**src/rtl/apu_tri_reg_sequencer_if.sv**
```systemverilog
// Command handshake between a requester and the triangle register sequencer.
interface apu_tri_reg_sequencer_if;
    logic       cmd_valid;
    logic [1:0] cmd_addr;
    logic [7:0] cmd_data;
    logic       cmd_ready;

    modport master (output cmd_valid, output cmd_addr, output cmd_data, input cmd_ready);
    modport slave  (input cmd_valid, input cmd_addr, input cmd_data, output cmd_ready);
endinterface

```
**src/rtl/apu_tri_reg_sequencer.sv**
```systemverilog
// Queues triangle-channel register writes and replays them as timed one-hot
// write strobes with the data driven on the core bus.
module apu_tri_reg_sequencer #(
    parameter int unsigned STROBE_LEN = 6,
    parameter int unsigned GAP_LEN    = 6,
    parameter int unsigned DEPTH      = 4
) (
    input  logic                      CLK,
    input  logic                      n_RES,
    input  logic                      PHI1,
    apu_tri_reg_sequencer_if.slave    cmd,
    output logic                      W4008,
    output logic                      W400A,
    output logic                      W400B,
    output logic                      W4015,
    output logic [7:0]                DB_out,
    output logic                      DB_oe,
    output logic                      busy,
    output logic [3:0]                count
);

    localparam int unsigned AW          = (DEPTH > 1) ? $clog2(DEPTH) : 1;
    localparam logic [3:0]  STROBE_INIT = (STROBE_LEN == 0) ? 4'd0 : 4'(STROBE_LEN - 1);
    localparam logic [3:0]  GAP_INIT    = (GAP_LEN == 0) ? 4'd0 : 4'(GAP_LEN - 1);
    localparam logic [3:0]  DEPTH_W     = 4'(DEPTH);
    localparam logic [AW-1:0] LAST_PTR  = AW'(DEPTH - 1);

    typedef struct packed {
        logic [1:0] addr;
        logic [7:0] data;
    } cmd_t;

    typedef enum logic [1:0] {
        IDLE   = 2'd0,
        STROBE = 2'd1,
        GAP    = 2'd2
    } state_t;

    state_t        state;
    logic [3:0]    tmr;
    logic [1:0]    iaddr;
    logic [7:0]    idata;
    logic [3:0]    stb;

    cmd_t          mem [DEPTH];
    logic [AW-1:0] wptr;
    logic [AW-1:0] rptr;
    logic          ready_q;
    logic [3:0]    count_nxt;
    logic          push;
    logic          pop;
    cmd_t          head;

    assign push          = cmd.cmd_valid & ready_q;
    assign pop           = (state == IDLE) && (count != 4'd0);
    assign head          = mem[rptr];
    assign cmd.cmd_ready = ready_q;

    // Occupancy after this edge; a push and a pop together cancel out.
    always_comb begin
        count_nxt = count;
        case ({push, pop})
            2'b10:   count_nxt = count + 4'd1;
            2'b01:   count_nxt = count - 4'd1;
            default: count_nxt = count;
        endcase
    end

    // FIFO storage carries no reset; emptiness is tracked by count alone.
    always_ff @(posedge CLK) begin
        if (push) begin
            mem[wptr] <= cmd_t'({cmd.cmd_addr, cmd.cmd_data});
        end
    end

    always_ff @(posedge CLK or negedge n_RES) begin
        if (!n_RES) begin
            wptr    <= '0;
            rptr    <= '0;
            count   <= 4'd0;
            ready_q <= 1'b1;
        end else begin
            if (push) begin
                wptr <= (wptr == LAST_PTR) ? '0 : wptr + AW'(1);
            end
            if (pop) begin
                rptr <= (rptr == LAST_PTR) ? '0 : rptr + AW'(1);
            end
            count   <= count_nxt;
            ready_q <= (count_nxt < DEPTH_W);
        end
    end

    // Issue FSM; strobes, bus data and busy are registered from the next state.
    always_ff @(posedge CLK or negedge n_RES) begin
        if (!n_RES) begin
            state  <= IDLE;
            tmr    <= 4'd0;
            iaddr  <= 2'd0;
            idata  <= 8'h00;
            stb    <= 4'd0;
            DB_out <= 8'h00;
            busy   <= 1'b0;
        end else begin
            case (state)
                IDLE: begin
                    if (count != 4'd0) begin
                        state  <= STROBE;
                        tmr    <= STROBE_INIT;
                        iaddr  <= head.addr;
                        idata  <= head.data;
                        stb    <= 4'b0001 << head.addr;
                        DB_out <= head.data;
                        busy   <= 1'b1;
                    end else begin
                        stb    <= 4'd0;
                        DB_out <= 8'h00;
                        busy   <= (count_nxt != 4'd0);
                    end
                end
                STROBE: begin
                    if (tmr == 4'd0) begin
                        stb    <= 4'd0;
                        DB_out <= 8'h00;
                        if (GAP_LEN == 0) begin
                            state <= IDLE;
                            tmr   <= 4'd0;
                            busy  <= (count_nxt != 4'd0);
                        end else begin
                            state <= GAP;
                            tmr   <= GAP_INIT;
                            busy  <= 1'b1;
                        end
                    end else begin
                        tmr    <= tmr - 4'd1;
                        stb    <= 4'b0001 << iaddr;
                        DB_out <= idata;
                        busy   <= 1'b1;
                    end
                end
                GAP: begin
                    stb    <= 4'd0;
                    DB_out <= 8'h00;
                    if (tmr == 4'd0) begin
                        state <= IDLE;
                        busy  <= (count_nxt != 4'd0);
                    end else begin
                        tmr   <= tmr - 4'd1;
                        busy  <= 1'b1;
                    end
                end
                default: begin
                    state  <= IDLE;
                    tmr    <= 4'd0;
                    stb    <= 4'd0;
                    DB_out <= 8'h00;
                    busy   <= (count_nxt != 4'd0);
                end
            endcase
        end
    end

    // Bus drive follows the core phase, so it is the one combinational output.
    assign DB_oe = (state == STROBE) & ~PHI1;

    assign W4008 = stb[0];
    assign W400A = stb[1];
    assign W400B = stb[2];
    assign W4015 = stb[3];

    a_stb_onehot: assert property (@(posedge CLK) disable iff (!n_RES) $onehot0(stb));
    a_count_max:  assert property (@(posedge CLK) disable iff (!n_RES) count <= DEPTH_W);

endmodule
```
**src/flat_wrapper.sv**
```systemverilog
// flat-port wrapper written by rule: the top's interface ports become plain ports
module apu_tri_reg_sequencer_flat 
#(
    parameter int unsigned STROBE_LEN = 6,
    parameter int unsigned GAP_LEN    = 6,
    parameter int unsigned DEPTH      = 4
)
  (CLK, n_RES, PHI1, W4008, W400A, W400B, W4015, DB_out, DB_oe, busy, count, cmd_cmd_valid, cmd_cmd_addr, cmd_cmd_data, cmd_cmd_ready);
  apu_tri_reg_sequencer_if cmd_i ();
  input  logic CLK;
  input  logic n_RES;
  input  logic PHI1;
  output logic W4008;
  output logic W400A;
  output logic W400B;
  output logic W4015;
  output logic [7:0] DB_out;
  output logic DB_oe;
  output logic busy;
  output logic [3:0] count;
  input wire logic [$bits(cmd_i.cmd_valid)-1:0] cmd_cmd_valid;
  input wire logic [$bits(cmd_i.cmd_addr)-1:0] cmd_cmd_addr;
  input wire logic [$bits(cmd_i.cmd_data)-1:0] cmd_cmd_data;
  output wire logic [$bits(cmd_i.cmd_ready)-1:0] cmd_cmd_ready;
  assign cmd_i.cmd_valid = cmd_cmd_valid;
  assign cmd_i.cmd_addr = cmd_cmd_addr;
  assign cmd_i.cmd_data = cmd_cmd_data;
  assign cmd_cmd_ready = cmd_i.cmd_ready;
  apu_tri_reg_sequencer #(.STROBE_LEN(STROBE_LEN), .GAP_LEN(GAP_LEN), .DEPTH(DEPTH)) u_core (.CLK(CLK), .n_RES(n_RES), .PHI1(PHI1), .cmd(cmd_i), .W4008(W4008), .W400A(W400A), .W400B(W400B), .W4015(W4015), .DB_out(DB_out), .DB_oe(DB_oe), .busy(busy), .count(count));
endmodule
```
**config.mk**
```make
export PLATFORM = sky130hd
export DESIGN_NAME = apu_tri_reg_sequencer_flat
export DESIGN_NICKNAME = d
export VERILOG_FILES = /design/src/rtl/apu_tri_reg_sequencer_if.sv /design/src/rtl/apu_tri_reg_sequencer.sv /design/src/flat_wrapper.sv
export SDC_FILE = /design/constraint.sdc
export NUM_CORES = 1
export LEC_CHECK = 0
export ABC_AREA = 1
export CORE_MARGIN = 4
export CORE_UTILIZATION = 45
export DETAILED_ROUTE_END_ITERATION = 6
export DONT_BUFFER_PORTS = 1
export PLACE_DENSITY_LB_ADDON = 0.3
export SYNTH_ARGS = -nofsm -noshare
export SYNTH_HDL_FRONTEND = slang
export SYNTH_SLANG_ARGS = --single-unit
```
**constraint.sdc**
```tcl
create_clock -name CLK -period 5.75 [get_ports CLK]
set_input_delay 1.725 -clock CLK [delete_from_list [all_inputs] [get_ports CLK]]
set_output_delay 1.725 -clock CLK [all_outputs]
set_load 0.005 [all_outputs]
```
# --- Word-level counts from Yosys, hierarchy flattened ---
# Memories as Yosys holds them, arrays and structs flattened.
# Cells that the tools add are included.
word_totals:
  regBits: 38
  mem_bits_rw: 40
  input_bits: 14
  word_cells: 63
  mem_count: 1
memory_table:
  columns: ["name", "words", "width", "read_ports", "rd_clocked_by_memory_dff", "write_ports", "line_no", "text"]
  rows:
  - ["u_core.mem", 4, 10, 1, 0, 1, "apu_tri_reg_sequencer.sv:45", "cmd_t mem [DEPTH];"]
classes:
  addsub: 5
  magnitude_cmp: 1
  eq_ne: 10
  shifts: 2
  muxes: 22
  bitwise: 3
  reduce_logical: 8
op_table:
  columns: ["op", "n"]
  rows:
  - ["4-bit two-way mux", 5]
  - ["8-bit two-way mux", 2]
  - ["4-bit one-hot mux with 2 select lines", 2]
  - ["8-bit one-hot mux with 2 select lines", 1]
  - ["4-bit one-hot mux with 3 select lines", 1]
  - ["2-bit two-way mux", 5]
  - ["2-bit equality test, second input constant", 4]
  - ["4-bit nonzero test", 2]
  - ["1-bit by 2-bit << shifter with 4-bit output, first input constant", 2]
  - ["4-bit by 1-bit subtractor with 4-bit output, second input constant", 2]
  - ["2-bit one-hot mux with 3 select lines", 1]
  - ["2-bit by 1-bit adder with 2-bit output, second input constant", 2]
  - ["4-bit by 1-bit adder with 4-bit output, second input constant", 1]
  - ["2-bit by 1-bit equality test with 1-bit output, second input constant", 2]
  - ["4-bit zero test", 1]
  - ["4-bit by 3-bit < comparator with 1-bit output, second input constant", 1]
  - ["1-bit two-way mux", 4]
  - ["2-bit by 1-bit != test with 1-bit output, second input constant", 2]
  - ["2-bit != test, second input constant", 2]
  - ["2-bit AND reduction", 2]
  - ["1-bit one-hot mux with 3 select lines", 1]
  - ["3-bit AND reduction", 1]
  - ["1-bit AND", 2]
  - ["2-bit zero test", 1]
  - ["2 further kinds", 2]

# --- Longest topological paths before layout ---
logic_depth:
  depth_word: 7
  ltp_mapped: 13
  depth_no_buf: 13

# --- Worst setup path before layout ---
# No wires, ideal clock.
synth_path:
  kind: "input to output"
  from: "input PHI1"
  to: "output DB_oe"
  arrival_time_ps: 1831
  path_slack_ps: 2194
  path_stages: 1
  path_buffers: 0
  path_cell_list: "nor2_1"
synth_between:
  elab_chain_cells: 2
synth_lines:
  columns: ["element", "line_no", "text"]
  rows:
  - ["start, declared", "flat_wrapper.sv:12", "input logic PHI1;"]
  - ["1-bit inverter", "apu_tri_reg_sequencer.sv:164", "assign DB_oe = (state == STROBE) & ~PHI1;"]
  - ["1-bit AND", "apu_tri_reg_sequencer.sv:164", null]
  - ["end, declared", "flat_wrapper.sv:18", "output logic DB_oe;"]
# No other way between the ends.

# --- Worst setup path in the final report ---
# Ends and elaborated chain as after synthesis.

==> results.toml <==
[timing]
rsz0062_at_grt = "no"
period_share_pct = 62.0
worst_pin_slew_ps = 1010
finalSetupViolCount = 0
skew_ps = 4.92
fmax_mhz = 280
fin_ws_ps = 2180
slew_headroom_pct = 32.2
hold_slack_ps = 518
finalSetupTns_ps = 0
drv_slew = 0
period_minus_slack_ps = 3570
final-hold-violation-count = 0

[clock_tree]
htree_levels = 3
path_clk_slew_ps = 70
cts_hold_buf = 0
cts_tree = "built"
post-cts-setup-buffers = 0
cts.sinks = 78
cts.repair.resized = 0
cts_max_path_buffers = 2
cts_inserted_buffers = 9
insertion_delay_ps = 350
clockRootBuffer = "clkbuf_8"

[worst_setup_path]
reg2regPathDepth = 12
rr_endpoint = "u_core.busy"
crit_fanout = 1
startpoint = "PHI1"
cp-end-kind = "output pin"
crit_end = "DB_oe"
cp.arrival_ps = 1840
worst_path_dominant_cell_family = "simple AND/OR/NAND/NOR gates"
start_kind = "primary input"
cp.required_ps = 4030
slowest_delay_ps = 110
cp_slowest_cell = "nor2_1"
r2r_slack_ps = 3560
crit_cells = 1
path_cells = "nor2_1"
rr_startpoint = "u_core.count[0]"
cp_num_buf_inv = 0
path_class = "in -> out"

[floorplanning]
io_pins = 33
die_y_um = 93.0
initial_core_util_pct = 47.1
rows = 30
die_width_um = 93.0
coreArea_um2 = 6910
dieArea_um2 = 8650

[routing]
postRouteWirelength_um = 5680
met3WireLength_um = 340
avgViaCountPerCell = 4.94
ant_nets = 0
initialDrtViolationCount = 74
route.detailed.drc = 0
dr_total_vias = 1952
wire_per_inst_um = 14.4
dr.pass1.iters = 4
wl_met2_um = 2610
wl_met1_um = 2620
highest_layer = "met4"

[grt]
overflow = 0
grt_pass1_wl_um = 9430
grt_max_degree = 39
antenna_found_initial = 0
grt_usage_pct = 14.5
grt_pass1_vias = 1933

[logic_synthesis]
synthTopCellsByArea = "edfxtp_1, dfrtp_1, o21ai_0, nand2_1, nor2_1"
netlist_top_cells_count = "edfxtp_1, o21ai_0, dfrtp_1, nand2_1, nor2_1"
synth_fa_ha_area_share_pct = 3.08
syn_nets = 313
synthMuxAreaShare_pct = 0
yosys.area.top_type = "edfxtp_1"
syn-cell-area_um2 = 3250
synth_ff_type = "edfxtp_1"
async_flop_share_pct = 48.7
synth.distinct_cells = 30
synth_top_area_share_pct = 36.9
synth_area_per_cell_um2 = 11.2
ys_seq_elements = 78
ys_seq_area_share_pct = 66.2
yosys.area_share.simple_pct = 12.6
synth_compound_area_share_pct = 11.6
netlist_instances = 291
yosysWarningCount = 0
synth-xor-area-share_pct = 1.08
synth_top_family_by_area = "simple AND/OR/NAND/NOR gates"
synth_edf_count = 40
synth_most_common_cell = "edfxtp_1"

[finish]
nNetsFinal = 316
diodes = 0
drive_gt1_share_pct = 13.0
syn_to_final_growth_pct = 8.31
register_area_um2 = 2150
multi_input_area_um2 = 922
fillers = 624

[power]
p_per_area_nw_per_um2 = 549
peakVddDrop_mv = 0.191
p_leak_uw = 0.00143

[place]
place_hpwl_um = 3870
place_ws_ps = 2180
portBuffers = 0
gp_congestion = 0.831

[worst_hold_path]
min_from = "u_core.iaddr[1]"
hp-class = "reg -> reg"

[job]
cap_violations = 0

[run_status]
status = "completed"
==> sequential cells by signal, summed over array words and instances, names as in the netlist, 4 cells and up <==
register	cells
u_core.DB_out	8
u_core.count	4
u_core.idata	8
u_core.mem	40
u_core.stb	4
u_core.tmr	4
==> metal layers <==
layer / GRT usage, % / vias up
met5: 0 / -
met4: 6.23 / 0
met3: 5.47 / 10
met2: 22.7 / 47
met1: 18.0 / 905
li1: - / 990
==> area by class of cell <==
cell class,instances,share of cell area [%]
inverters,37,3.94
clock buffers,9,3.52
well taps,96,3.41
flip-flops and latches,78,61.1
multi-input cells,168,26.2
clock inverters,7,1.81
==> logic make-up (layout without fill, tap and decap cells) <==
family,Yosys count,in the layout
DFF,78,78
buffers and inverters,45,53
AOI/OAI and AO/OA,66,66
and+or+nand+nor,90,90
xor gates and xnor gates,4,4
adders and majority gates,8,8
==> metrics by stage <==
stage | std cells | utilization, % | area [µm²] | total power (µW)
floorplan | 291 | - | 3250 | 1420
global placement | 379 | 48.3 | 3330 | 1550
detailed placement | 379 | 48.3 | 3330 | 1560
CTS | 395 | 51.0 | 3520 | 1960
global route | 395 | 51.0 | 3520 | 2100
finish | 395 | 51.0 | 3520 | 1930
==> placed cells by master (no fill, tap or decap), types with 2 or more instances in the layout <==
cell type and count:
o21ai_1 5, a21oi_1 2, nand3_1 6, nand2_2 5, o21ai_0 39, dfrtp_1 37
o22ai_1 13, inv_1 29, nor2_2 3, nor2_4 3, xnor2_1 3, clkbuf_8 9
nand4_1 3, nand3_2 2, ha_1 8, nor2_1 30, clkinv_1 2, clkinv_2 2
inv_2 8, edfxtp_1 40, nand2_1 37
==> power by group <==
group / internal, µW / switching [µW]
registers: 741 / 121
logic: 243 / 440
clock network: 197 / 192
==> worst min-delay path by stage <==
stage                        to  slack [ps]  cells after the start
2_1_floorplan     u_core.stb[0]         460                      1
3_3_place_gp      u_core.stb[1]         500                      1
6_report          u_core.stb[1]         520                      1
4_1_cts           u_core.stb[1]         520                      1
3_5_place_dp      u_core.stb[1]         490                      1
5_1_grt        u_core.DB_out[2]         560                      2
(Power assumes the default switching activity.)
